**config.mk**
```make
export PLATFORM = sky130hd
export DESIGN_NAME = sram_access_ctrl
export DESIGN_NICKNAME = d
export VERILOG_FILES = /design/src/rtl/sram_access_ctrl.sv
export SDC_FILE = /design/constraint.sdc
export NUM_CORES = 1
export LEC_CHECK = 0
export CORE_MARGIN = 2
export CORE_UTILIZATION = 49
export CTS_CLUSTER_DIAMETER = 60
export DETAILED_ROUTE_END_ITERATION = 10
export HOLD_SLACK_MARGIN = 0.02
export PLACE_DENSITY = 0.81
export SLEW_MARGIN = 10
export SYNTH_ARGS = -nofsm -noshare
export SYNTH_HDL_FRONTEND = slang
export SYNTH_SLANG_ARGS = --single-unit
export TNS_END_PERCENT = 30
```
**constraint.sdc**
```tcl
create_clock -name clk -period 5.1 [get_ports clk]
set_input_delay 0.765 -clock clk [delete_from_list [all_inputs] [get_ports clk]]
set_output_delay 0.765 -clock clk [all_outputs]
set_load 0.01 [all_outputs]
```
**src/rtl/sram_access_ctrl.sv**
```systemverilog
`timescale 1ns/1ps
`default_nettype none
// ============================================================================
// Module  : sram_access_ctrl
// Brief   : Load/store front end for a 128x32 level-sensitive SRAM with timed
//           read/write pulses, lane masking and load-data extension.
// Rev     : 1.0  initial release
// ============================================================================
module sram_access_ctrl #(
  parameter int unsigned SETUP_CYCLES = 1,
  parameter int unsigned PULSE_CYCLES = 2
) (
  input  logic        clk,
  input  logic        rst,
  input  logic        req_valid,
  output logic        req_ready,
  input  logic        req_we,
  input  logic [8:0]  req_addr,
  input  logic [1:0]  req_size,
  input  logic        req_unsigned,
  input  logic [31:0] req_wdata,
  output logic        rsp_valid,
  output logic [31:0] rsp_rdata,
  output logic        rsp_err,
  output logic [6:0]  sram_addr_sel,
  output logic [3:0]  sram_byte_sel,
  output logic [31:0] sram_datain,
  output logic        sram_read_pulse,
  output logic        sram_write_pulse,
  input  logic [31:0] sram_dataout
);

  localparam logic [2:0] c_idle  = 3'd0;
  localparam logic [2:0] c_setup = 3'd1;
  localparam logic [2:0] c_pulse = 3'd2;
  localparam logic [2:0] c_hold  = 3'd3;
  localparam logic [2:0] c_resp  = 3'd4;

  localparam logic [3:0] c_setup_load = 4'(SETUP_CYCLES - 1);
  localparam logic [3:0] c_pulse_load = 4'(PULSE_CYCLES - 1);

  logic [2:0]  state_q, state_d;
  logic [3:0]  cnt_q, cnt_d;
  logic        we_q, we_d;
  logic [1:0]  addr_lo_q, addr_lo_d;
  logic [1:0]  size_q, size_d;
  logic        uns_q, uns_d;
  logic [31:0] rdata_cap_q, rdata_cap_d;
  logic [6:0]  sram_addr_sel_q, sram_addr_sel_d;
  logic [3:0]  sram_byte_sel_q, sram_byte_sel_d;
  logic [31:0] sram_datain_q, sram_datain_d;
  logic        sram_read_pulse_q, sram_read_pulse_d;
  logic        sram_write_pulse_q, sram_write_pulse_d;
  logic        rsp_valid_q, rsp_valid_d;
  logic [31:0] rsp_rdata_q, rsp_rdata_d;
  logic        rsp_err_q, rsp_err_d;

  logic        w_req_err;
  logic [3:0]  w_mask;

  function automatic logic [3:0] lane_mask(input logic [1:0] lo, input logic [1:0] size);
    case (size)
      2'b00:   lane_mask = 4'b0001 << lo;
      2'b01:   lane_mask = lo[1] ? 4'b1100 : 4'b0011;
      default: lane_mask = 4'b1111;
    endcase
  endfunction

  function automatic logic [31:0] lane_bits(input logic [3:0] m);
    lane_bits = {{8{m[3]}}, {8{m[2]}}, {8{m[1]}}, {8{m[0]}}};
  endfunction

  // Right-align the addressed lane(s) of the captured word, then extend.
  function automatic logic [31:0] extract(input logic [31:0] word, input logic [1:0] lo,
                                          input logic [1:0] size, input logic uns);
    logic [31:0] s;
    s = word >> {lo, 3'b000};
    case (size)
      2'b00:   extract = uns ? {24'h0, s[7:0]}   : {{24{s[7]}}, s[7:0]};
      2'b01:   extract = uns ? {16'h0, s[15:0]}  : {{16{s[15]}}, s[15:0]};
      default: extract = word;
    endcase
  endfunction

  assign w_req_err = (req_size == 2'b11)
                  || ((req_size == 2'b01) && req_addr[0])
                  || ((req_size == 2'b10) && (req_addr[1:0] != 2'b00));
  assign w_mask    = lane_mask(req_addr[1:0], req_size);

  always_comb begin
    state_d            = state_q;
    cnt_d              = cnt_q;
    we_d               = we_q;
    addr_lo_d          = addr_lo_q;
    size_d             = size_q;
    uns_d              = uns_q;
    rdata_cap_d        = rdata_cap_q;
    sram_addr_sel_d    = sram_addr_sel_q;
    sram_byte_sel_d    = sram_byte_sel_q;
    sram_datain_d      = sram_datain_q;
    sram_read_pulse_d  = sram_read_pulse_q;
    sram_write_pulse_d = sram_write_pulse_q;
    rsp_valid_d        = rsp_valid_q;
    rsp_rdata_d        = rsp_rdata_q;
    rsp_err_d          = rsp_err_q;

    case (state_q)
      c_idle: begin
        if (req_valid) begin
          we_d      = req_we;
          addr_lo_d = req_addr[1:0];
          size_d    = req_size;
          uns_d     = req_unsigned;
          if (w_req_err) begin
            state_d     = c_resp;
            cnt_d       = 4'd0;
            rsp_valid_d = 1'b1;
            rsp_err_d   = 1'b1;
            rsp_rdata_d = 32'h0;
          end else begin
            state_d         = c_setup;
            cnt_d           = c_setup_load;
            sram_addr_sel_d = req_addr[8:2];
            sram_byte_sel_d = w_mask;
            sram_datain_d   = (req_wdata << {req_addr[1:0], 3'b000}) & lane_bits(w_mask);
          end
        end
      end
      c_setup: begin
        if (cnt_q == 4'd0) begin
          state_d            = c_pulse;
          cnt_d              = c_pulse_load;
          sram_write_pulse_d = we_q;
          sram_read_pulse_d  = !we_q;
        end else begin
          cnt_d = cnt_q - 4'd1;
        end
      end
      c_pulse: begin
        if (cnt_q == 4'd0) begin
          state_d            = c_hold;
          cnt_d              = 4'd0;
          sram_write_pulse_d = 1'b0;
          sram_read_pulse_d  = 1'b0;
          if (!we_q) begin
            rdata_cap_d = sram_dataout;
          end
        end else begin
          cnt_d = cnt_q - 4'd1;
        end
      end
      c_hold: begin
        state_d     = c_resp;
        cnt_d       = 4'd0;
        rsp_valid_d = 1'b1;
        rsp_err_d   = 1'b0;
        rsp_rdata_d = we_q ? 32'h0 : extract(rdata_cap_q, addr_lo_q, size_q, uns_q);
      end
      c_resp: begin
        state_d         = c_idle;
        cnt_d           = 4'd0;
        rsp_valid_d     = 1'b0;
        rsp_err_d       = 1'b0;
        rsp_rdata_d     = 32'h0;
        sram_addr_sel_d = 7'h0;
        sram_byte_sel_d = 4'h0;
        sram_datain_d   = 32'h0;
      end
      default: begin
        state_d = c_idle;
        cnt_d   = 4'd0;
      end
    endcase
  end

  always_ff @(posedge clk or posedge rst) begin
    if (rst) begin
      state_q            <= c_idle;
      cnt_q              <= 4'd0;
      we_q               <= 1'b0;
      addr_lo_q          <= 2'b00;
      size_q             <= 2'b00;
      uns_q              <= 1'b0;
      rdata_cap_q        <= 32'h0;
      sram_addr_sel_q    <= 7'h0;
      sram_byte_sel_q    <= 4'h0;
      sram_datain_q      <= 32'h0;
      sram_read_pulse_q  <= 1'b0;
      sram_write_pulse_q <= 1'b0;
      rsp_valid_q        <= 1'b0;
      rsp_rdata_q        <= 32'h0;
      rsp_err_q          <= 1'b0;
    end else begin
      state_q            <= state_d;
      cnt_q              <= cnt_d;
      we_q               <= we_d;
      addr_lo_q          <= addr_lo_d;
      size_q             <= size_d;
      uns_q              <= uns_d;
      rdata_cap_q        <= rdata_cap_d;
      sram_addr_sel_q    <= sram_addr_sel_d;
      sram_byte_sel_q    <= sram_byte_sel_d;
      sram_datain_q      <= sram_datain_d;
      sram_read_pulse_q  <= sram_read_pulse_d;
      sram_write_pulse_q <= sram_write_pulse_d;
      rsp_valid_q        <= rsp_valid_d;
      rsp_rdata_q        <= rsp_rdata_d;
      rsp_err_q          <= rsp_err_d;
    end
  end

  assign req_ready        = (state_q == c_idle) && !rst;
  assign rsp_valid        = rsp_valid_q;
  assign rsp_rdata        = rsp_rdata_q;
  assign rsp_err          = rsp_err_q;
  assign sram_addr_sel    = sram_addr_sel_q;
  assign sram_byte_sel    = sram_byte_sel_q;
  assign sram_datain      = sram_datain_q;
  assign sram_read_pulse  = sram_read_pulse_q;
  assign sram_write_pulse = sram_write_pulse_q;

endmodule
`default_nettype wire

```
======== Word level (Yosys, flattened, before mapping) ========
Index checks and enable logic that the tools add are counted.
operators by class
  reductions and logical operators ........ 24
  equality and inequality tests ........... 13
  bitwise operators ....................... 2
  multiplexer cells ....................... 36
  add/subtract/negate cells ............... 1
  shift operators ......................... 3
operators with widths
  operator                                                               number
  32-bit 2-to-1 mux                                                      7
  32-bit case mux with 2 select lines                                    2
  32-bit case mux with 3 select lines                                    1
  32-bit AND                                                             1
  32-bit by 5-bit left shift with 32-bit output                          1
  32-bit by 5-bit >> shifter with 16-bit output                          1
  4-bit 2-to-1 mux                                                       6
  3-bit AND reduction                                                    6
  4-bit case mux with 2 select lines                                     2
  7-bit 2-to-1 mux                                                       2
  7-bit case mux with 2 select lines                                     1
  3-bit 2-to-1 mux                                                       4
  3-bit case mux with 4 select lines                                     1
  4-bit case mux with 3 select lines                                     1
  2-bit != test, second input constant                                   5
  2-bit nonzero test                                                     4
  3-bit by 2-bit equality test with 1-bit output, second input constant  2
  1-bit case mux with 2 select lines                                     3
  1-bit 2-to-1 mux                                                       5
  2-bit by 1-bit equality test with 1-bit output, second input constant  2
  2-bit equality test, second input constant                             2
  2-bit logical NOT                                                      2
  4-bit logical NOT                                                      1
  1-bit by 2-bit left shift with 4-bit output, first input constant      1
  other kinds (12)                                                       16
word-level totals
  output and inout port bits .............. 80
  input bits .............................. 80
  flip-flop bits (word level) ............. 124
  logic and storage cells ................. 94

======== Logic depth before layout (Yosys ltp) ========
Gate-level depths: netlist of run 1.
  depth after elaboration ................. 7
  mapped depth ............................ 7

======== Least setup slack after synthesis of run 1 ========
Ideal clock, no wire load.
  kind .................................... input -> register
  from .................................... input port req_size[0]
  to ...................................... register sram_datain_q[24], in the netlist sram_datain[24]
  data required time ...................... 4,978 ps
  setup time .............................. 122 ps
  cell stages on the path ................. 7
  arrival ................................. 2,051 ps
  setup slack ............................. 2,927 ps
  cell sequence ........................... buf_2 > nor3_1 > o21ai_1 > o31a_1 > buf_2 > buf_2 > a32o_1
between the ends
  cells in the longest elaborated chain, start to end .. 6
  elaborated cells on any way between the ends .. 15
  classes of those cells .................. 4 x eq/ne; 4 x mux; 1 x bitwise; 6 x reduce/logical
RTL lines
  element                                                                              RTL line  text
  start: declaration                                                                   19        input logic [1:0] req_size,
  2-bit by 1-bit equality test with 1-bit output or 2-bit logical NOT (tied branches)  62, 86
  4-bit case mux with 2 select lines or 1-bit logical AND (tied branches)              62, 86
  32-bit AND or 1-bit logical OR (tied branches)                                       125, 86
  32-bit 2-to-1 mux or 1-bit logical OR (tied branches)                                114, 87
  32-bit 2-to-1 mux or 2-bit != test (tied branches)                                   --
  32-bit case mux with 2 select lines or 3-bit AND reduction (tied branches)           --
  end signal: assignment                                                               203       sram_datain_q <= sram_datain_d;
  end: declaration                                                                     51        logic [31:0] sram_datain_q, sram_datain_d;
Several ways; a longest one is shown, not always the timed one. The select of a mux whose other input is x is not followed.
A chain may end at the register's enable or synchronous reset.

======== Worst setup path after layout of run 1 ========
  from .................................... input port req_addr[1]
  to ...................................... register sram_addr_sel_q[3], in the netlist sram_addr_sel[3]
between the ends
  cells in the longest elaborated chain, start to end .. 5
RTL lines
  element                        RTL line  text
  start: declaration             18        input logic [8:0] req_addr,
  2-bit nonzero test             87        || ((req_size == 2'b10) && (req_addr[1:0] != 2'b00));
  1-bit logical AND              87
  1-bit logical OR               87
  2-bit != test (no line)        --
  3-bit AND reduction (no line)  --
  end signal: assignment         201       sram_addr_sel_q <= sram_addr_sel_d;
  end: declaration               49        logic [6:0] sram_addr_sel_q, sram_addr_sel_d;
No other way between the ends.

==> results of run 1 <==
==> sequential cells by signal (all words and copies together), names as in the netlist, 2 cells and up <==
register       count
sram_addr_sel      7
addr_lo_q          2
rsp_rdata         32
state_q            3
cnt_q              4
rdata_cap_q       32
sram_datain       32
sram_byte_sel      4
size_q             2
==> cells in the mapped netlist, types with 9 or more instances <==
cell | instances | area [um^2]
dfrtp_1 | 124 | 3100
mux2_2 | 39 | 439
nand2_1 | 38 | 143
mux2i_1 | 31 | 310
nor2_1 | 27 | 101
buf_2 | 23 | 115
o21ai_0 | 20 | 100
a22o_1 | 16 | 140
o2bb2ai_1 | 16 | 140
a21oi_1 | 15 | 75.1
inv_1 | 13 | 48.8
nor2b_1 | 13 | 81.3
clkbuf_1 | 11 | 41.3
a211o_1 | 10 | 87.6
a221o_2 | 10 | 113
a22oi_1 | 9 | 67.6
nand2b_1 | 9 | 56.3
==> cells by family after synthesis <==
| logic type | after synthesis | share of synthesized area, % |
|---|---|---|
| DFF | 124 | 52.1 |
| xor gates and xnor gates | 2 | 0.294 |
| and+or+nand+nor | 113 | 10.0 |
| buffers and inverters | 54 | 4.39 |
| muxes | 71 | 13.0 |
| adders and majority gates | 1 | 0.210 |
| AOI/OAI and AO/OA | 144 | 20.0 |
==> metrics by stage <==
stage | hold slack (ns) | util (%) | cell area, um^2 | cells
detailed placement | 0.469 | 63.4 | 7580 | 781
finish | 0.488 | 68.1 | 8150 | 813
floorplan | 0.474 | - | 5960 | 509
CTS | 0.486 | 68.1 | 8150 | 813
global route | 0.508 | 68.1 | 8150 | 813
global placement | 0.463 | 63.4 | 7580 | 781
==> layer usage <==
metal	vias up	track usage [%]	share of wire [%]
met2	179	41.0	49
met5	-	0	0
met3	24	7.94	7.9
met4	0	8.54	1.7
li1	2184	-	-
met1	2366	29.7	42
==> critical path: cells and delay by family <==
family | cells | cell delay (ns)
and+or+nand+nor | 1 | 0.15
AOI/OAI and AO/OA | 2 | 0.94
buffers and inverters | 3 | 1.17
muxes | 1 | 0.23
==> path summary, 6_finish.rpt <==
check	end	slack, ns
setup / recovery	sram_addr_sel[3]	2.14
hold / removal	sram_byte_sel[2]	0.49
setup reg to reg	sram_addr_sel[3]	2.48
hold reg to reg	sram_byte_sel[2]	0.49
max in group asynchronous	sram_datain[13]	3.28
min in group asynchronous	cnt_q[2]	0.86
==> final cells by class <==
type	instances	area share [%]
clock inverter	11	1.47
multi-input combinational	331	31.9
timing repair buffer	166	20.1
inverter	13	0.629
tap	147	2.26
sequential	124	38.1
clock buffer	21	5.53
==> power groups by stage <==
stage,combinational [W],clock (W),sequential (W)
floorplan,0.00105,0,0.00167
global route,0.00180,0.00122,0.00182
detailed placement,0.00166,0,0.00177
CTS,0.00167,0.00117,0.00176
finish,0.00166,0.00116,0.00177
global placement,0.00160,0,0.00175
==> impl_metrics.csv, run 1 <==
group,metric,value,unit
setup_path,path_class,"input port to register",
power_and_ir_drop,p_total,0.00459,W
synth,synthCells,509,
place,dp_hpwl,11.0,mm
synth,ys_seq_area_share,52.1,%
finish,mostFrequentLayoutCell,"clkdlybuf4s50_1",
drt,wl_per_cell,19.0,um
min_path,min-delay-start,"sram_byte_sel[2]",
setup_path,worstPathCellList,"clkdlybuf4s50_1, buf_4, nor3_1, o21ai_1, o31a_1, buf_4, mux2i_1",
drt,first_pass_iters,4,
clocking,path_clk_slew,0.06,ns
global_routing,grt_pass1_wl,24.7,mm
die,core-area,0.0120,mm^2
synth,synth_ff_type,"dfrtp_1",
power_and_ir_drop,p_per_area,563,mW/mm^2
sta,fmax,338,MHz
sta,slew_headroom,38.3,%
power_and_ir_drop,pwr-share-seq,38.6,%
power_and_ir_drop,power_frac_comb,36.1,%
run,drv_cap,0,
finish,syn2layout_area_growth,36.7,%
sta,finalSetupTns,0,ns
setup_path,critPathRequiredTime,5.44,ns
synth,async_flop_share,100,%
finish,regArea,0.00310,mm^2
drt,drc,0,
synth,synth_area,0.00596,mm^2
setup_path,path_common_cell,"buf_4",
setup_path,arrival,3.29,ns
outcome,run_status,"finished clean",
place,post-place-ws,1.72,ns
setup_path,reg2regPathDepth,4,
finish,layout-drive-gt1-share,14.9,%
setup_path,startpoint,"req_addr[1]",
clocking,h-tree-depth,4,
place,portBuffers,159,
drt,routed_wl,15.5,mm
synth,ys_warn_count,0,
place,place_congestion,0.871,
sta,tightest_slew,0.926,ns
finish,n_fill_cell,865,
setup_path,crit_path_end_kind,"register",
sta,finClkSkew,0.0114,ns
synth,ys_seq_elements,124,
power_and_ir_drop,p_int,0.00301,W
global_routing,antenna_found_initial,0,
power_and_ir_drop,irDropWorstVdd,274,uV
finish,diodes,0,
power_and_ir_drop,clkPwrFrac,25.3,%
setup_path,worst_path_largest_cell_delay,0.71,ns
setup_path,r2r-start,"state_q[0]",
sta,hold_violations,0,
global_routing,grt_use_total,24.4,%
drt,via_per_inst,5.85,
clocking,cts_buffers,17,
power_and_ir_drop,power.switching,0.00158,W
global_routing,grt_pass1_vias,4889,
clocking,insertion_delay,0.42,ns
finish,fin_nets,734,
sta,period_needed,2.96,ns
power_and_ir_drop,power.leakage,3.60,nW
sta,layout_setup_ws,2.14,ns
synth,syn_area_per_cell,11.7,um^2
drt,drtIter0Drc,286,
synth,synth.distinct_cells,60,
die,initial_core_util,49.8,%
clocking,cts_resized,0,
setup_path,slowest_stage,"o31a_1",
sta,rsz0062_at_grt,"no",
die,die_w,114,um
setup_path,path_max_fanout,31,
die,rows,40,
die,die_height,114,um
min_path,hold_path.class,"register to register",
global_routing,overflow,0,
die,ios,160,
power_and_ir_drop,p_sw_share,34.5,%
synth,synth_edf_count,0,
drt,ant_nets,0,
clocking,post-cts-setup-buffer-count,0,
sta,slew_violations,0,
min_path,holdPathStages,1,
die,die-area,0.0131,mm^2
clocking,cts_buffer_depth,2,
clocking,cts_tree,"done",
clocking,cts_sinks,124,
synth,syn-num-nets,590,
finish,multi_input_area,0.00260,mm^2
clocking,clock_tree.root_cell,"clkbuf_16",
finish,mostFrequentLayoutCells,"clkdlybuf4s50_1 (158), dfrtp_1 (124), mux2_2 (39)",
sta,setup_viol,0,
global_routing,grt_max_degree,60,
drt,num_vias,4753,
sta,fin_crit_sh,58.0,%
setup_path,startpoint_type,"input port",
clocking,hold_buffers,0,
No activity file was read; power rests on OpenSTA's default activity.
==> run 2, diff against run 1 <==
- CORE_UTILIZATION: 49 -> 44
- PLACE_DENSITY: 0.81 -> 0.77
- clock period: 5.1 -> 2.6 ns (I/O delays scaled with it)
==> run 2 against run 1 <==
Compared with the run above: clock power rose by 100%; wire length rose by 3.7%; final area rose by 1.8%; via count rose by 2.1%; total power rose by 100%; largest power group unchanged; sequential power rose by 93%.
==> impl_metrics.csv, run 2 (same netlist as run 1, synthesis figures left out) <==
group,metric,value,unit
outcome,run_status,"finished clean",
place,post-place-ws,0.289,ns
setup_path,reg2regPathDepth,5,
setup_path,critPathRequiredTime,2.21,ns
clocking,cts_sinks,124,
clocking,path_clk_slew,0.06,ns
drt,drc,0,
sta,hold_violations,0,
global_routing,grt_pass1_wl,25.8,mm
power_and_ir_drop,p_total,0.00920,W
finish,layoutNonFillerInstCount,850,
min_path,hold_path.class,"input port to register",
sta,fin_crit_sh,86.6,%
die,core-area,0.0132,mm^2
place,post-place-cells,818,
finish,layout-drive-gt1-share,16.2,%
global_routing,grt_pass1_vias,4942,
drt,routed_wl,16.0,mm
run,drv_cap,0,
sta,fmax,444,MHz
clocking,cts_resized,0,
setup_path,crit_path_end_kind,"output port",
setup_path,path_max_fanout,14,
die,die_w,120,um
die,ios,160,
clocking,cts_tree,"done",
sta,period_needed,2.25,ns
finish,mostFrequentLayoutCells,"clkdlybuf4s50_1 (158), dfrtp_1 (124), mux2_2 (39)",
drt,first_pass_iters,5,
sta,slew_headroom,44.9,%
finish,n_fill_cell,1021,
sta,rsz0062_at_grt,"no",
setup_path,arrival,1.86,ns
die,initial_core_util,45.0,%
clocking,cts_buffer_depth,2,
clocking,cts_buffers,17,
global_routing,overflow,0,
clocking,post-cts-setup-buffer-count,0,
clocking,h-tree-depth,4,
setup_path,worstPathCellList,"nor4_1, clkdlybuf4s50_1",
finish,diodes,0,
clocking,clock_tree.root_cell,"clkbuf_16",
global_routing,antenna_found_initial,0,
finish,syn2layout_area_growth,39.1,%
setup_path,path_class,"register to output port",
die,rows,42,
finish,fin_nets,742,
power_and_ir_drop,irDropWorstVdd,577,uV
finish,mostFrequentLayoutCell,"clkdlybuf4s50_1",
drt,ant_nets,0,
power_and_ir_drop,p_per_area,1110,mW/mm^2
sta,slew_violations,0,
die,die_height,120,um
drt,num_vias,4854,
min_path,holdPathStages,2,
global_routing,grt_use_total,22.9,%
setup_path,worst_path_largest_cell_delay,0.58,ns
sta,tightest_slew,0.827,ns
clocking,hold_buffers,0,
place,portBuffers,159,
global_routing,grt_max_degree,125,
sta,setup_viol,0,
die,die-area,0.0145,mm^2
sta,finalSetupTns,0,ns
drt,wl_per_cell,18.9,um
finish,final_core_utilization,62.6,%
setup_path,startpoint_type,"register",
sta,finClkSkew,0.00746,ns
clocking,insertion_delay,0.42,ns
setup_path,slowest_stage,"clkdlybuf4s50_1",
sta,layout_setup_ws,0.349,ns
place,place_congestion,0.926,
drt,drtIter0Drc,332,
power_and_ir_drop,power.leakage,3.66,nW
place,dp_hpwl,11.1,mm
drt,via_per_inst,5.71,
## run 2: cell types whose count changed in the layout (fill, tap and decap cells not counted), sizes merged
cell and change:
clkbuf -2, clkinv +2, bufinv +1, inv -1, buf +8
## run 2: final timing paths
path	startpoint	endpoint	slack, ns
max	state_q[2]	req_ready	0.35
min	req_addr[0]	addr_lo_q[0]	0.40
max reg2reg	state_q[0]	rsp_rdata[14]	0.48
min reg2reg	sram_byte_sel[0]	sram_byte_sel[0]	0.49
max in group asynchronous	rst	addr_lo_q[0]	1.57
min in group asynchronous	rst	cnt_q[1]	0.51
## run 2: worst max-delay path, delay by kind of cell (launching register included)
| family | cells | cell delay [ns] |
|---|---|---|
| buffers and inverters | 1 | 0.58 |
| and+or+nand+nor | 1 | 0.32 |
| DFF | 1 | 0.55 |
## run 2: where the power goes
part           total [W]  internal, W  switching (W)  leakage [nW]
sequential       0.00342      0.00265       0.000768          1.60
combinational    0.00342      0.00188        0.00153          1.77
clock            0.00237      0.00152       0.000853         0.292
## run 2: metrics by stage
stage	hold slack, ns	cell area [um^2]
2_1_floorplan	0.474	5960
3_3_place_gp	0.478	7700
3_5_place_dp	0.474	7700
4_1_cts	0.373	8290
5_1_grt	0.423	8290
6_report	0.399	8290
## run 2: layer usage
| metal | up-vias | wire length (um) | global-route usage [%] |
|---|---|---|---|
| met1 | 2382 | 7100 | 30.7 |
| met5 | - | 0 | 0 |
| li1 | 2199 | - | - |
| met3 | 25 | 1300 | 6.46 |
| met4 | 0 | 261 | 9.08 |
| met2 | 248 | 7380 | 35.2 |
## run 2: layout make-up
cell class / count / area [um^2] / area share [%]
clock buffers: 19 / 443 / 5.34
clock inverters: 13 / 149 / 1.80
inverters: 13 / 52.6 / 0.634
multi-input cells: 331 / 2600 / 31.4
flip-flops and latches: 124 / 3100 / 37.4
well taps: 176 / 220 / 2.65
repair buffers: 174 / 1720 / 20.8
==> run 3, diff against run 2 <==
- CORE_UTILIZATION: 44 -> 49
- PLACE_DENSITY: 0.77 -> 0.81
- clock period: 2.6 -> 2.3 ns (I/O delays scaled with it)
==> run 3 against run 2 <==
Compared with the run above: clock skew grew 0.00077 ns; sequential share of layout area fell by 0.30 points; final cell count fell by 2.6%; die area down 9.9%; total power rose by 15%; highest routed layer unchanged; clock power grew 16%; critical path depth up 2; core utilization grew 7.3 points; flip-flop and latch count stayed put; hold slack lost 0.084 ns; largest cell class unchanged; first-iteration DRC count grew 24%.
==> impl_metrics.csv, run 3 (same netlist as run 1, synthesis figures left out) <==
group,metric,value,unit
clocking,hold_buffers,0,
setup_path,worstPathCellList,"buf_4, a32oi_1, a2111oi_4, a221o_2",
finish,layoutNonFillerInstCount,828,
setup_path,worst_path_largest_cell_delay,0.93,ns
finish,syn2layout_area_growth,40.3,%
power_and_ir_drop,p_per_area,1260,mW/mm^2
finish,regArea,0.00310,mm^2
clocking,h-tree-depth,4,
sta,period_needed,2.13,ns
die,rows,40,
global_routing,overflow,0,
setup_path,critPathBufInv,1,
clocking,cts_tree,"done",
drt,first_pass_iters,5,
die,die-area,0.0131,mm^2
finish,multi_input_area,0.00260,mm^2
finish,diodes,0,
clocking,clock_tree.root_cell,"clkbuf_16",
global_routing,grt_max_degree,47,
drt,drc,0,
power_and_ir_drop,irDropWorstVdd,649,uV
sta,rsz0062_at_grt,"no",
drt,routed_wl,15.8,mm
clocking,cts_resized,2,
sta,setup_viol,0,
place,dp_hpwl,11.1,mm
sta,finClkSkew,0.00823,ns
global_routing,grt_use_total,25.3,%
clocking,cts_sinks,124,
sta,slew_violations,0,
clocking,cts_buffers,17,
run,drv_cap,0,
drt,drtIter0Drc,413,
setup_path,startpoint_type,"register",
finish,fin_nets,749,
sta,fmax,469,MHz
sta,slew_headroom,35.8,%
outcome,run_status,"finished clean",
die,core-area,0.0120,mm^2
setup_path,arrival,2.47,ns
place,place_congestion,0.887,
drt,ant_nets,0,
finish,layout-drive-gt1-share,17.2,%
min_path,hold_path.class,"input port to async pin",
place,post-place-ws,0.0759,ns
sta,tightest_slew,0.962,ns
place,post-place-cells,796,
clocking,insertion_delay,0.41,ns
setup_path,crit_path_end_kind,"register",
global_routing,antenna_found_initial,0,
finish,final_core_utilization,69.9,%
clocking,path_clk_slew,0.06,ns
die,initial_core_util,49.8,%
clocking,post-cts-setup-buffer-count,0,
setup_path,slowest_stage,"a2111oi_4",
power_and_ir_drop,power.leakage,3.71,nW
setup_path,path_class,"register to register",
clocking,cts_buffer_depth,2,
sta,finalSetupTns,0,ns
sta,fin_crit_sh,92.8,%
place,portBuffers,159,
die,ios,160,
die,die_w,114,um
global_routing,grt_pass1_wl,25.7,mm
setup_path,path_max_fanout,21,
drt,via_per_inst,5.89,
global_routing,grt_pass1_vias,5059,
sta,hold_violations,0,
setup_path,critPathRequiredTime,2.64,ns
finish,mostFrequentLayoutCells,"clkdlybuf4s50_1 (157), dfrtp_1 (123), mux2_2 (39)",
drt,num_vias,4874,
sta,layout_setup_ws,0.166,ns
die,die_height,114,um
finish,n_fill_cell,858,
drt,wl_per_cell,19.1,um
finish,mostFrequentLayoutCell,"clkdlybuf4s50_1",
setup_path,cp_top_family,"compound AO/OA/AOI/OAI gates",
-- run 3: report_power, final --
part / switching, W / internal (W) / leakage, nW
clock network: 0.000941 / 0.00181 / 0.290
registers: 0.000784 / 0.00300 / 1.60
logic: 0.00185 / 0.00219 / 1.82
total: 0.00357 / 0.00700 / 3.71
-- run 3: final cells by class --
cell class	instances	area share (%)
tap	147	2.20
multi-input combinational	331	31.1
inverter	13	0.628
sequential	124	37.1
clock buffer	22	5.79
clock inverter	10	1.65
timing repair buffer	181	21.5
-- run 3: per-stage QoR --
stage          instance area (um^2)  power (W)  hold slack, ns
2_1_floorplan                  5960    0.00604           0.474
3_3_place_gp                   7740    0.00762           0.464
3_5_place_dp                   7740    0.00778           0.465
4_1_cts                        8370     0.0106           0.308
5_1_grt                        8370     0.0111           0.341
6_report                       8370     0.0106           0.314
-- run 3: worst reg2reg max path: cells and delay by family, from the launching register on --
| kind | cells | cell delay (ns) |
|---|---|---|
| buffers and inverters | 1 | 0.28 |
| AOI/OAI and AO/OA | 3 | 1.38 |
| DFF | 1 | 0.42 |
-- run 3: worst paths after layout --
kind                                        from                to  slack, ns  depth (start not counted)
min in group clk                     req_addr[0]      addr_lo_q[0]       0.39                          2
worst max-delay path                addr_lo_q[1]     rsp_rdata[23]       0.17                          4
worst min register to register  sram_byte_sel[1]  sram_byte_sel[1]       0.49                          1
worst max register to register      addr_lo_q[1]     rsp_rdata[23]       0.17                          4
max in group asynchronous                    rst     rsp_rdata[26]       1.39                          3
worst min-delay path                         rst          cnt_q[0]       0.31                          2
-- run 3: routing by layer --
metal / up-vias / share of wire, % / track usage [%]
li1: 2200 / - / -
met1: 2426 / 42 / 31.5
met2: 214 / 49 / 41.9
met3: 34 / 7.2 / 7.25
met4: 0 / 2.1 / 10.0
met5: - / 0 / 0
